[config.mk]
export PLATFORM = sky130hd
export DESIGN_NAME = uart_tx_core
export DESIGN_NICKNAME = d
export VERILOG_FILES = /design/src/rtl/uart_tx_core.sv
export SDC_FILE = /design/constraint.sdc
export NUM_CORES = 1
export LEC_CHECK = 0
export CORE_UTILIZATION = 60
export DETAILED_ROUTE_END_ITERATION = 10
export PLACE_DENSITY_LB_ADDON = 0.05
export SLEW_MARGIN = 10
export SYNTH_ARGS = -nofsm -noshare
export SYNTH_HDL_FRONTEND = slang
export SYNTH_SLANG_ARGS = --single-unit
[constraint.sdc]
create_clock -name clk -period 8.4 [get_ports clk]
set_input_delay 0.84 -clock clk [delete_from_list [all_inputs] [get_ports clk]]
set_output_delay 0.84 -clock clk [all_outputs]
set_load 0.02 [all_outputs]
[src/rtl/uart_tx_core.sv]
// uart_tx_core: FIFO-buffered UART transmitter with a registered serial line.
// Define UART_TX_PARITY_EN to build the parity state and logic; otherwise PARITY is ignored.
module uart_tx_core #(
    parameter int DATA_BITS    = 8,
    parameter int STOP_BITS    = 1,
    parameter int CLKS_PER_BIT = 868,
    parameter int FIFO_DEPTH   = 16,
    parameter int PARITY       = 0
) (
    input  logic                        clk,
    input  logic                        rst,
    input  logic [7:0]                  tx_data,
    input  logic                        tx_valid,
    output logic                        tx_ready,
    output logic                        txd,
    output logic                        tx_busy,
    output logic                        tx_done,
    output logic [$clog2(FIFO_DEPTH):0] fifo_count
);
    localparam int AW = $clog2(FIFO_DEPTH);
    localparam int CW = $clog2(CLKS_PER_BIT);
    localparam logic [CW-1:0] CNT_MAX = CW'(CLKS_PER_BIT - 1);
    localparam logic [2:0] LAST_DATA = 3'(DATA_BITS - 1);
    localparam logic [2:0] LAST_STOP = 3'(STOP_BITS - 1);

    typedef enum logic [2:0] {
        IDLE,
        START,
        DATA,
`ifdef UART_TX_PARITY_EN
        PAR,
`endif
        STOP
    } state_t;

    state_t               state;
    logic [DATA_BITS-1:0] mem [FIFO_DEPTH];
    logic [AW-1:0]        wr_ptr, rd_ptr;
    logic [CW-1:0]        cnt;
    logic [2:0]           idx;
    logic [DATA_BITS-1:0] sh;
    logic [AW:0]          count_nxt;
    logic                 tick, last_stop, push, pop, line, unused_bits;
`ifdef UART_TX_PARITY_EN
    logic                 par;
`endif

    assign unused_bits = ^tx_data;
    assign tick        = (cnt == '0);
    assign last_stop   = (state == STOP) && tick && (idx == LAST_STOP);
    assign push        = tx_valid && tx_ready;
    // A new frame is fetched from IDLE or straight out of the final stop cycle.
    assign pop         = (fifo_count != '0) && ((state == IDLE) || last_stop);
    assign count_nxt   = fifo_count + (AW+1)'(push) - (AW+1)'(pop);

    always_comb begin
`ifdef UART_TX_PARITY_EN
        line = (state == START) ? 1'b0 : (state == DATA) ? sh[0] : (state == PAR) ? par : 1'b1;
`else
        line = (state == START) ? 1'b0 : (state == DATA) ? sh[0] : 1'b1;
`endif
    end

    always_ff @(posedge clk) begin
        if (push)
            mem[wr_ptr] <= tx_data[DATA_BITS-1:0];
    end

    always_ff @(posedge clk or posedge rst) begin
        if (rst) begin
            state      <= IDLE;
            cnt        <= '0;
            idx        <= '0;
            sh         <= '0;
            wr_ptr     <= '0;
            rd_ptr     <= '0;
            fifo_count <= '0;
            tx_ready   <= 1'b0;
            txd        <= 1'b1;
            tx_busy    <= 1'b0;
            tx_done    <= 1'b0;
`ifdef UART_TX_PARITY_EN
            par        <= 1'b0;
`endif
        end else begin
            txd        <= line;
            tx_busy    <= (state != IDLE);
            tx_done    <= last_stop;
            fifo_count <= count_nxt;
            tx_ready   <= (count_nxt != (AW+1)'(FIFO_DEPTH));
            if (push)
                wr_ptr <= wr_ptr + 1'b1;
            if (pop) begin
                rd_ptr <= rd_ptr + 1'b1;
                sh     <= mem[rd_ptr];
                state  <= START;
                cnt    <= CNT_MAX;
                idx    <= '0;
`ifdef UART_TX_PARITY_EN
                par    <= ^mem[rd_ptr] ^ (PARITY == 1);
`endif
            end else if (state != IDLE) begin
                cnt <= tick ? CNT_MAX : cnt - 1'b1;
                if (tick) begin
                    case (state)
                        START: begin
                            state <= DATA;
                            idx   <= '0;
                        end
                        DATA: begin
                            sh  <= sh >> 1;
                            idx <= (idx == LAST_DATA) ? '0 : idx + 1'b1;
`ifdef UART_TX_PARITY_EN
                            state <= (idx == LAST_DATA) ? ((PARITY != 0) ? PAR : STOP) : DATA;
                        end
                        PAR: begin
                            state <= STOP;
`else
                            state <= (idx == LAST_DATA) ? STOP : DATA;
`endif
                        end
                        default: begin
                            state <= (idx == LAST_STOP) ? IDLE : STOP;
                            idx   <= idx + 1'b1;
                        end
                    endcase
                end
            end
        end
    end
endmodule
==> metrics.md <==
| Metric | Value |
|---|---|
| Post-synth cell types | 52 |
| Leading cell type in the layout, fill and taps excluded | edfxtp_1 |
| Vias | 3703 |
| Port Buf Inserts | 19 |
| Post-Layout Inst Area | 8020 um^2 |
| Wire length per cell | 22.6 um |
| Synthesized flop and latch total | 168 |
| N_diodes | 0 |
| Mux contribution to synthesized area | 0.120 |
| Post-synth top flop | edfxtp_1 |
| Critical Path Sink Type | flip-flop |
| Yosys warns | 0 |
| Final ANT Viol Nets | 0 |
| Worst slew pin tran | 0.949 ns |
| Max cap viols | 0 |
| Power Dens Cells | 270 nW/um^2 |
| Clk sinks | 168 |
| Die width | 111 um |
| Initial antenna violation count | 0 |
| Area grow syn2layout | 13.6% |
| Fmax | 230 MHz |
| Crit-path leading delay family | simple AND/OR/NAND/NOR gates |
| Critical R2R Launch | cnt[0]$_DFFE_PP0P_ |
| Placement Cell Area | 7390 um^2 |
| Die ar. | 12200 um^2 |
| Initial DRC Count | 300 |
| CP max-delay cell | a41oi_1 |
| Sequential area share after synthesis | 0.686 |
| Core area | 11500 um^2 |
| Layout Nets | 469 |
| Final Hold Vio Count | 0 |
| Row cnt | 39 |
| Post-synth EDFFs | 128 |
| Crit path max fanout | 13 |
| CTS buffer count | 17 |
| Slew Limit Fails | 0 |
| Total wire length | 13400 um |
| RSZ-0062 raised after global routing | no |
| Static leakage | 2.91 nW |
| Total gr overflow | 0 |
| Slew margin rel. | 0.359 |
| Critical-path cell list | inv_1, ha_1, nor3b_1, a41oi_1, or2_1, inv_1, ha_1, inv_1, ha_1, inv_1, fa_1, nand2b_1, a21oi_1, nor3_1, or4_1 |
| Worst VDD drop | 270 uV |
| Setup violators final | 0 |
| CP startpoint | cnt[0]$_DFFE_PP0P_ |
| IO Count | 20 |
| Post-CTS Resized | 0 |
| Global-route wire length before repair | 21400 um |
| Compound-Gate Fraction of Synth Area | 0.0521 |
| Mean Syn Cell Area | 17.1 um^2 |
| # Post-CTS Setup Buffers | 0 |
| Post-synthesis simple-gate area fraction | 0.0659 |
| GPL Wtd Cong | 0.816 |
| Cts hold-fix bufs | 0 |
| Setup Total Neg Slack | 0 ns |
| Mapped Area | 7060 um^2 |
| Hold path startpoint | sh[0]$_DFFE_PP0P_ |
| Worst setup SP type | flip-flop |
| Overall power | 2.17 mW |
| TritonRoute pass-1 iters | 5 |
| Largest net degree at the start of global routing | 41 |
| Period utilization | 0.519 |
| Die H | 111 um |
| Initial Util | 0.616 |
| Layout cells sized above 1 | 0.164 |
| Post-Syn Instances | 412 |
| Dpl hpwl | 8610 um |
| Fin Clk Skew | 0.00693 ns |
| CTS tree | yes |
| CP dominant cell by count | inv_1 |
| Vias in the first global route | 3778 |
| Clock latency on the worst-skew pair | 0.42 ns |
| Synthesized Nets | 443 |
| Largest family of logic cells by synthesized area | multiplexers |
| Synth Area in Adders | 0.0365 |
| CP arrival | 4.64 ns |
| H-tree depth | 4 |
| Status | finished clean |
| Synth Area in XOR/XNOR | 0.0161 |
| Commonest cells after routing, fill and taps aside | 128 x edfxtp_1, 38 x dfrtp_1, 32 x mux4_2 |
| WP buf/inv | 4 |
| Final Critical Period | 4.36 ns |
| Worst-path clk slew | 0.06 ns |
| Total GRT Usage | 0.239 |
| Async set or reset register ratio after synthesis | 0.238 |
| Hold Crit Class | flip-flop to flip-flop |
| Clock buffer depth | 2 |
| Clock root cell | clkbuf_16 |
| DR DRC count | 0 |
| Crit-path max cell delay | 0.80 ns |
| Vias/cell | 6.23 |
| Worst setup path category | flip-flop to flip-flop |
| Worst EP required | 8.68 ns |
## synthesized netlist by cell type (all sizes together) (9+ instances only)
cell type / n / area [um^2]
xnor2: 9 / 78.8
a21oi: 15 / 75.1
ha: 19 / 238
inv: 24 / 90.1
and2: 13 / 81.3
mux4: 32 / 721
clkbuf: 9 / 33.8
mux2i: 9 / 90.1
a22o: 14 / 123
dfrtp: 39 / 976
edfxtp: 128 / 3840
## logic make-up after synthesis
group,count (synthesis)
flops,168
simple gates,74
compound gates,53
mux,44
buf+inv,40
fa+ha+maj,20
xor+xnor,13
## power by group
part | switching, mW | internal (mW) | total (mW)
clock | 0.308 | 0.524 | 0.832
combinational | 0.172 | 0.125 | 0.297
sequential | 0.0450 | 0.992 | 1.04
## worst reg2reg max path: cells and delay by family (launching register included)
family                     cells  cell delay, ns
AOI/OAI and AO/OA              2            0.99
adders and majority gates      4            1.08
and+or+nand+nor                5            1.48
DFF                            1            0.39
buffers and inverters          4            0.29
## final timing paths
| path | cells past startpoint | to | slack (ns) |
|---|---|---|---|
| worst max-delay path | 15 | tx_ready$_DFF_PP0_ | 4.04 |
| worst min-delay path | 2 | txd$_DFF_PP1_ | 0.49 |
| worst max register to register | 15 | tx_ready$_DFF_PP0_ | 4.04 |
| worst min register to register | 2 | txd$_DFF_PP1_ | 0.49 |
| max in group asynchronous | 3 | rd_ptr[0]$_DFFE_PP0N_ | 7.14 |
| min in group asynchronous | 3 | fifo_count[4]$_DFF_PP0_ | 0.85 |
## sequential cells by signal (all words and copies together), names as in the netlist
register	count
txd	1
mem	128
fifo_count	5
tx_done	1
wr_ptr	4
idx	3
cnt	10
tx_busy	1
state	2
sh	8
tx_ready	1
rd_ptr	4
## per-layer routing
metal | track usage | part of all wire | vias to the layer above | routed length, um
li1 | - | - | 1666 | -
met1 | 0.349 | 0.45 | 1909 | 6050
met2 | 0.368 | 0.48 | 115 | 6510
met3 | 0.0521 | 0.054 | 13 | 728
met4 | 0.0693 | 0.010 | 0 | 139
met5 | 0 | 0 | - | 0
## area by class of cell
type,count,area (um^2)
Sequential cell,168,4850
Fill cell,710,3440
Multi-Input combinational cell,204,2050
Clock buffer,18,429
Timing Repair Buffer,23,220
Clock inverter,14,204
Tap cell,143,179
Inverter,24,90.1
## stage by stage
| stage | instances | hold WS (ns) | utilization | setup WS, ns |
|---|---|---|---|---|
| floorplan | 412 | 0.452 | - | 4.87 |
| global placement | 562 | 0.466 | 0.644 | 4.22 |
| detailed placement | 562 | 0.479 | 0.644 | 4.06 |
| CTS | 594 | 0.494 | 0.700 | 4.01 |
| global route | 594 | 0.523 | 0.700 | 3.68 |
| finish | 594 | 0.488 | 0.700 | 4.04 |
(Power assumes the default switching activity.)
